## config.mk

```make
export PLATFORM = sky130hd
export DESIGN_NAME = alu_sequencer
export DESIGN_NICKNAME = d
export VERILOG_FILES = /design/src/rtl/alu_seq_pkg.sv /design/src/rtl/Decode_And_Execute.sv /design/src/rtl/alu_sequencer.sv
export SDC_FILE = /design/constraint.sdc
export NUM_CORES = 1
export LEC_CHECK = 0
export ABC_AREA = 1
export ABC_CLOCK_PERIOD_IN_PS = 5200
export CAP_MARGIN = 20
export CORE_MARGIN = 2
export CORE_UTILIZATION = 30
export DETAILED_ROUTE_END_ITERATION = 8
export GPL_TIMING_DRIVEN = 0
export PLACE_DENSITY = 0.5
export RECOVER_POWER = 25
export SYNTH_ARGS = -nofsm -noshare
export SYNTH_HDL_FRONTEND = slang
export SYNTH_SLANG_ARGS = --single-unit
export TNS_END_PERCENT = 10
```

## constraint.sdc

```tcl
create_clock -name clk -period 5.2 [get_ports clk]
set_input_delay 1.04 -clock clk [delete_from_list [all_inputs] [get_ports clk]]
set_output_delay 1.04 -clock clk [all_outputs]
set_load 0.01 [all_outputs]
```

## src/rtl/alu_seq_pkg.sv

```systemverilog
// Shared definitions for the ALU sequencer: opcodes, instruction layout, FSM states.
package alu_seq_pkg;

    localparam int INSTR_W = 9;
    localparam int OP_HI   = 8;
    localparam int OP_LO   = 6;
    localparam int RD_HI   = 5;
    localparam int RD_LO   = 4;
    localparam int RS_HI   = 3;
    localparam int RS_LO   = 2;
    localparam int RT_HI   = 1;
    localparam int RT_LO   = 0;

    localparam logic [2:0] OP_SUB = 3'b000;
    localparam logic [2:0] OP_ADD = 3'b001;
    localparam logic [2:0] OP_OR  = 3'b010;
    localparam logic [2:0] OP_AND = 3'b011;
    localparam logic [2:0] OP_SRA = 3'b100;
    localparam logic [2:0] OP_ROL = 3'b101;
    localparam logic [2:0] OP_LT  = 3'b110;
    localparam logic [2:0] OP_EQ  = 3'b111;

    typedef enum logic [1:0] {
        IDLE = 2'd0,
        EXEC = 2'd1,
        WB   = 2'd2
    } state_t;

    // Field order matches the OP/RD/RS/RT slice positions above.
    typedef struct packed {
        logic [2:0] op;
        logic [1:0] rd;
        logic [1:0] rs;
        logic [1:0] rt;
    } instr_t;

endpackage

```

## src/rtl/Decode_And_Execute.sv

```systemverilog
// Combinational 4-bit ALU: decodes a 3-bit select and computes the result of rs/rt.
module Decode_And_Execute
    import alu_seq_pkg::*;
(
    input  logic [3:0] rs,
    input  logic [3:0] rt,
    input  logic [2:0] sel,
    output logic [3:0] out
);

    always_comb begin
        // NOTE: out gets a default before the case so no path can infer a latch.
        out = 4'd0;
        case (sel)
            OP_SUB:  out = rs - rt;
            OP_ADD:  out = rs + rt;
            OP_OR:   out = rs | rt;
            OP_AND:  out = rs & rt;
            OP_SRA:  out = {rt[3], rt[3:1]};
            OP_ROL:  out = {rs[2:0], rs[3]};
            OP_LT:   out = {3'b101, rs < rt};
            OP_EQ:   out = {3'b111, rs == rt};
            default: out = 4'd0;
        endcase
    end

endmodule

```

## src/rtl/alu_sequencer.sv

```systemverilog
// Streams queued instructions through Decode_And_Execute, one every two cycles.
// Optional instr_count statistic is enabled by defining SEQ_STATS_EN.
module alu_sequencer
    import alu_seq_pkg::*;
#(
    parameter int FIFO_DEPTH = 4,
    parameter int CNT_W      = 8
) (
    input  logic               clk,
    input  logic               rst,
    input  logic               in_valid,
    output logic               in_ready,
    input  logic [INSTR_W-1:0] in_instr,
    input  logic               ld_en,
    input  logic [1:0]         ld_addr,
    input  logic [3:0]         ld_data,
    output logic               ld_ready,
    input  logic [1:0]         rd_addr,
    output logic [3:0]         rd_data,
    output logic               res_valid,
    output logic [1:0]         res_rd,
    output logic [3:0]         res_data,
    output logic               busy,
    output logic [CNT_W-1:0]   instr_count
);

    localparam int PTR_W = $clog2(FIFO_DEPTH);

    instr_t           fifo_mem [FIFO_DEPTH];
    logic [PTR_W-1:0] wr_ptr;
    logic [PTR_W-1:0] rd_ptr;
    logic [PTR_W:0]   count;
    logic             full;
    logic             empty;
    logic             push;
    logic             pop;
    logic             ld_fire;

    state_t           state;
    instr_t           ir;
    logic [3:0]       regs [4];
    logic [3:0]       alu_out;

    assign full     = (count == (PTR_W+1)'(FIFO_DEPTH));
    assign empty    = (count == '0);
    assign in_ready = !full;
    assign push     = in_valid && !full;
    assign pop      = ((state == IDLE) || (state == WB)) && !empty;
    assign ld_ready = (state == IDLE) && empty;
    assign ld_fire  = ld_en && ld_ready;
    assign busy     = (state != IDLE) || !empty;
    assign rd_data  = regs[rd_addr];

    // NOTE: queue storage has no reset; the pointers and count alone define its contents.
    always_ff @(posedge clk) begin
        if (push) begin
            fifo_mem[wr_ptr] <= instr_t'(in_instr);
        end
    end

    always_ff @(posedge clk or posedge rst) begin
        if (rst) begin
            wr_ptr <= '0;
            rd_ptr <= '0;
            count  <= '0;
        end else begin
            // NOTE: sequential state uses non-blocking assignments so all flops sample together.
            if (push) wr_ptr <= wr_ptr + PTR_W'(1);
            if (pop)  rd_ptr <= rd_ptr + PTR_W'(1);
            case ({push, pop})
                2'b10:   count <= count + (PTR_W+1)'(1);
                2'b01:   count <= count - (PTR_W+1)'(1);
                default: count <= count;
            endcase
        end
    end

    Decode_And_Execute u_alu (
        .rs  (regs[ir.rs]),
        .rt  (regs[ir.rt]),
        .sel (ir.op),
        .out (alu_out)
    );

    // Loads only fire in IDLE with an empty queue, so they never collide with writeback.
    always_ff @(posedge clk or posedge rst) begin
        if (rst) begin
            for (int i = 0; i < 4; i++) regs[i] <= 4'd0;
        end else if (state == EXEC) begin
            regs[ir.rd] <= alu_out;
        end else if (ld_fire) begin
            regs[ld_addr] <= ld_data;
        end
    end

    always_ff @(posedge clk or posedge rst) begin
        if (rst) begin
            state     <= IDLE;
            ir        <= '0;
            res_valid <= 1'b0;
            res_rd    <= 2'd0;
            res_data  <= 4'd0;
        end else begin
            res_valid <= 1'b0;
            case (state)
                IDLE: begin
                    if (!empty) begin
                        ir    <= fifo_mem[rd_ptr];
                        state <= EXEC;
                    end
                end
                EXEC: begin
                    res_valid <= 1'b1;
                    res_rd    <= ir.rd;
                    res_data  <= alu_out;
                    state     <= WB;
                end
                WB: begin
                    if (!empty) begin
                        ir    <= fifo_mem[rd_ptr];
                        state <= EXEC;
                    end else begin
                        state <= IDLE;
                    end
                end
                default: state <= IDLE;
            endcase
        end
    end

`ifdef SEQ_STATS_EN
    logic [CNT_W-1:0] exec_cnt;

    always_ff @(posedge clk or posedge rst) begin
        if (rst) begin
            exec_cnt <= '0;
        end else if ((state == EXEC) && (exec_cnt != '1)) begin
            exec_cnt <= exec_cnt + CNT_W'(1);
        end
    end

    assign instr_count = exec_cnt;
`else
    assign instr_count = '0;
`endif

endmodule

```

==> summary.txt <==
Global route
  • Largest net degree at the start of global routing: 42
  • Tot GR Track Use: 0.149
  • Gr ovfl total: 0
  • Vias in the first global route: approximately 3.4k
  • Antenna violations before repair: 0
  • First-pass GRT wire length: roughly 18 mm

Setup path
  • CP peak stage delay: around 570 ps
  • Worst r2r src: ir[0]
  • Critical Path Source: rd_addr[1]
  • Worst R2R Path Depth: 14
  • Setup CP Type: input pin to primary output
  • CP Max Fanout: 5
  • Crit-path most repeated cell: clkdlybuf4s50_1
  • Worst path arrival time: around 2500 ps
  • Worst-path cell chain: clkdlybuf4s50_1, o21ai_0, o22ai_1, clkdlybuf4s50_1
  • Slowest cell on crit path: clkdlybuf4s50_1
  • Critical Path End Type: primary output
  • CP Launch Type: input pin
  • CP required: approximately 4200 ps

Finish
  • Fill cell count: 1473
  • Antenna diode count: 0
  • Area delta synth->final: 20.5%
  • Share of layout cells above drive strength 1: 0.0864
  • Final nets: 603

Place
  • Final Wtd Congestion: 0.868
  • Input/output buffers: 33
  • DP HPWL: 8.20 mm

Drt
  • Final WL: about 11 mm
  • Via-to-Cell Ratio: 4.74
  • Post-route ant nets: 0
  • Initial DRC Count: 346
  • # DRC: 0
  • 1st-pass router iterations: 4
  • Per-cell routed wire length: 14.9 um
  • Vias: about 3.6k

Status
  • Outcome: complete, no violations

Logic synthesis
  • Yosys warns: 0
  • Mapped Cells: 511
  • Cell Area, Synth: between 4000 and 5000 um2
  • Sequential cell area fraction in the yosys report: 0.484
  • Avg Inst Size Synth: between 8 and 9 um2
  • Cell variety after synth: 36
  • #FFs+latches synth: 77

Die
  • Std cell rows: between 40 and 50
  • Die ar.: 15500 um2
  • Initial core utilization: 0.303
  • Chip Width: 124 um
  • Number of primary I/O pins: 43
  • Die height: 124 um
  • Core ar.: 14400 um2

Pwr
  • VDD IR max: 0.295 mV
  • Sw Ratio: 0.472
  • Leakage: 2.29 nW
  • Combinational power share: 0.549
  • Power density cells: 739 nW/um2
  • P_int: 2.05 mW
  • Sequential Power Share: 0.277
  • Net Switching: 1.83 mW
  • Power share of the clock group: 0.175

Timing
  • Final Cycle Share: 0.676
  • Slew Viols, Final: 0
  • Hold_ws: 466 ps
  • Slew Limit Headroom: 0.387
  • Fmax: 285 MHz
  • Fin Setup TNS: 0 ps
  • Min Tclk post-route: 3510 ps
  • Final Skew: around 7.7 ps
  • RSZ-0062 raised after global routing: no
  • Worst-margin pin slew: 917 ps
  • Final Hold Fails: 0
  • Setup Viol. Count Final: 0

CTS
  • Clk pin slew, worst setup/hold paths: around 60 ps
  • Hold_buf cts: 0
  • CTS tree: yes
  • Clk Latency, worst-skew pair: 340 ps
  • # clock sinks: between 70 and 80
  • Post-CTS resize count: 0
  • Postcts setup bufs: 0
  • H-tree depth: 3
  • Root buf cell: clkbuf_16
  • Bufs on Longest Clock Path: 2
  • TritonCTS Buffers: 9

Run
  • Max-cap violations: 0

Min path
  • Hold Crit Class: flop to flop
  • Hold path startpoint: state[1]
  • Worst Hold Depth: 1
## Yosys cell counts
cell      count  share of area
nand2_1      98          0.085
nor2_1       62          0.053
inv_1        50          0.043
nand3_1      44          0.051
o21ai_0      43          0.049
dfrtp_1      41           0.24
edfxtp_1     36           0.25
a21oi_1      27          0.031
ha_1         17          0.049
o22ai_1      13          0.019
a31oi_1      12          0.017
buf_4         9          0.016
clkbuf_1      8         0.0069
inv_2         6         0.0052
xor2_1        5          0.010
buf_2         4         0.0046
nand4_1       4         0.0058
nor2_2        4         0.0058
fa_1          3          0.014
nand4_2       3         0.0086
clkinv_1      2         0.0017
nand3_2       2         0.0046
nor2_4        2         0.0052
nor3_1        2         0.0023
nor3_2        2         0.0046
xnor2_1       2         0.0040
a32oi_1       1         0.0020
and2_4        1         0.0020
buf_6         1         0.0026
conb_1        1        0.00086
inv_4         1         0.0014
nand2_2       1         0.0014
nand3b_1      1         0.0017
nand3b_4      1         0.0046
o21a_1        1         0.0017
or2_1         1         0.0014
## final timing paths
check                                   to  slack (ps)
min in group asynchronous         count[2]        1210
worst min-delay path              state[1]         470
worst max-delay path            rd_data[0]        1690
worst max register to register     regs[9]        2440
max in group asynchronous            ir[1]        3430
worst min register to register    state[1]         470
## metrics by stage
stage	power [mW]	util	instances	setup WS [ps]	area, um2
6_report	3.87	0.365	751	1690	5240
3_3_place_gp	3.19	0.344	735	1740	4940
3_5_place_dp	3.22	0.344	735	1700	4940
4_1_cts	3.91	0.366	751	1690	5260
5_1_grt	4.24	0.365	751	1590	5240
2_1_floorplan	2.53	-	518	2500	4380
## worst max-delay path, delay by kind of cell
family | cells | cell delay, ps
AO/OA/AOI/OAI | 2 | 320
buffers and inverters | 2 | 1100
## layer usage
| metal | GRT usage | up-vias | wire [um] |
|---|---|---|---|
| li1 | - | 1800 | - |
| met1 | 0.203 | 1675 | 5480 |
| met2 | 0.236 | 70 | 5100 |
| met3 | 0.0292 | 13 | 446 |
| met4 | 0.0509 | 0 | 167 |
| met5 | 0 | - | 0 |
## cells by family (layout without fill, tap and decap cells)
family          count (synthesis)  in the layout  synth area share
xor+xnor                        7              7            0.0141
fa+ha+maj                      20             20            0.0627
other cells                     1              8          0.000862
flops                          77             77             0.484
buf+inv                        81            130            0.0811
compound gates                 97             97             0.120
simple gates                  228            228             0.237
## placed cells by master (no fill, tap or decap), types with 2 or more instances in the layout
| cell | Yosys | final |
|---|---|---|
| clkinvlp_4 | 0 | 2 |
| a31oi_1 | 12 | 12 |
| inv_6 | 0 | 2 |
| o21ai_0 | 43 | 43 |
| nand4_2 | 3 | 3 |
| xor2_1 | 5 | 5 |
| nor3_1 | 2 | 3 |
| buf_4 | 9 | 8 |
| a21oi_1 | 27 | 27 |
| clkdlybuf4s50_1 | 0 | 24 |
| fa_1 | 3 | 3 |
| bufinv_16 | 0 | 2 |
| nor2_2 | 4 | 4 |
| dlygate4sd3_1 | 0 | 9 |
| inv_1 | 50 | 50 |
| clkbuf_16 | 0 | 9 |
| buf_2 | 4 | 3 |
| ha_1 | 17 | 17 |
| clkbuf_1 | 8 | 10 |
| clkinv_1 | 2 | 2 |
| nand2_1 | 98 | 98 |
| edfxtp_1 | 36 | 36 |
| inv_2 | 6 | 6 |
| nor2_1 | 62 | 63 |
| conb_1 | 1 | 8 |
| nand3_2 | 2 | 2 |
| nand4_1 | 4 | 4 |
| o22ai_1 | 13 | 13 |
| dfrtp_1 | 41 | 41 |
| nand3_1 | 44 | 44 |
| xnor2_1 | 2 | 2 |
## state kept, by name, summed over array words and instances (netlist names)
signal     cells
count          3
fifo_mem      36
res_rd         2
ir             9
regs          16
state          2
res_data       4
rd_ptr         2
res_valid      1
wr_ptr         2
## power by group through the flow
stage / clock [mW] / combinational, mW / sequential [mW]
after floorplan: 0 / 1.52 / 1.02
after global placement: 0 / 2.11 / 1.08
after detailed placement: 0 / 2.14 / 1.08
after CTS: 0.685 / 2.16 / 1.07
after global routing: 0.711 / 2.44 / 1.10
final: 0.676 / 2.13 / 1.07
## layout make-up
| class | instances | area (um2) | area share |
|---|---|---|---|
| buffer | 22 | 124 | 0.0236 |
| tap | 184 | 230 | 0.0439 |
| clock buffer | 9 | 225 | 0.0430 |
| clock inverter | 7 | 97.6 | 0.0186 |
| sequential | 77 | 2110 | 0.402 |
| multi-input combinational | 360 | 1900 | 0.363 |
| inverter | 59 | 224 | 0.0427 |
| timing repair buffer | 33 | 330 | 0.0630 |
No activity file was read; power rests on OpenSTA's default activity.
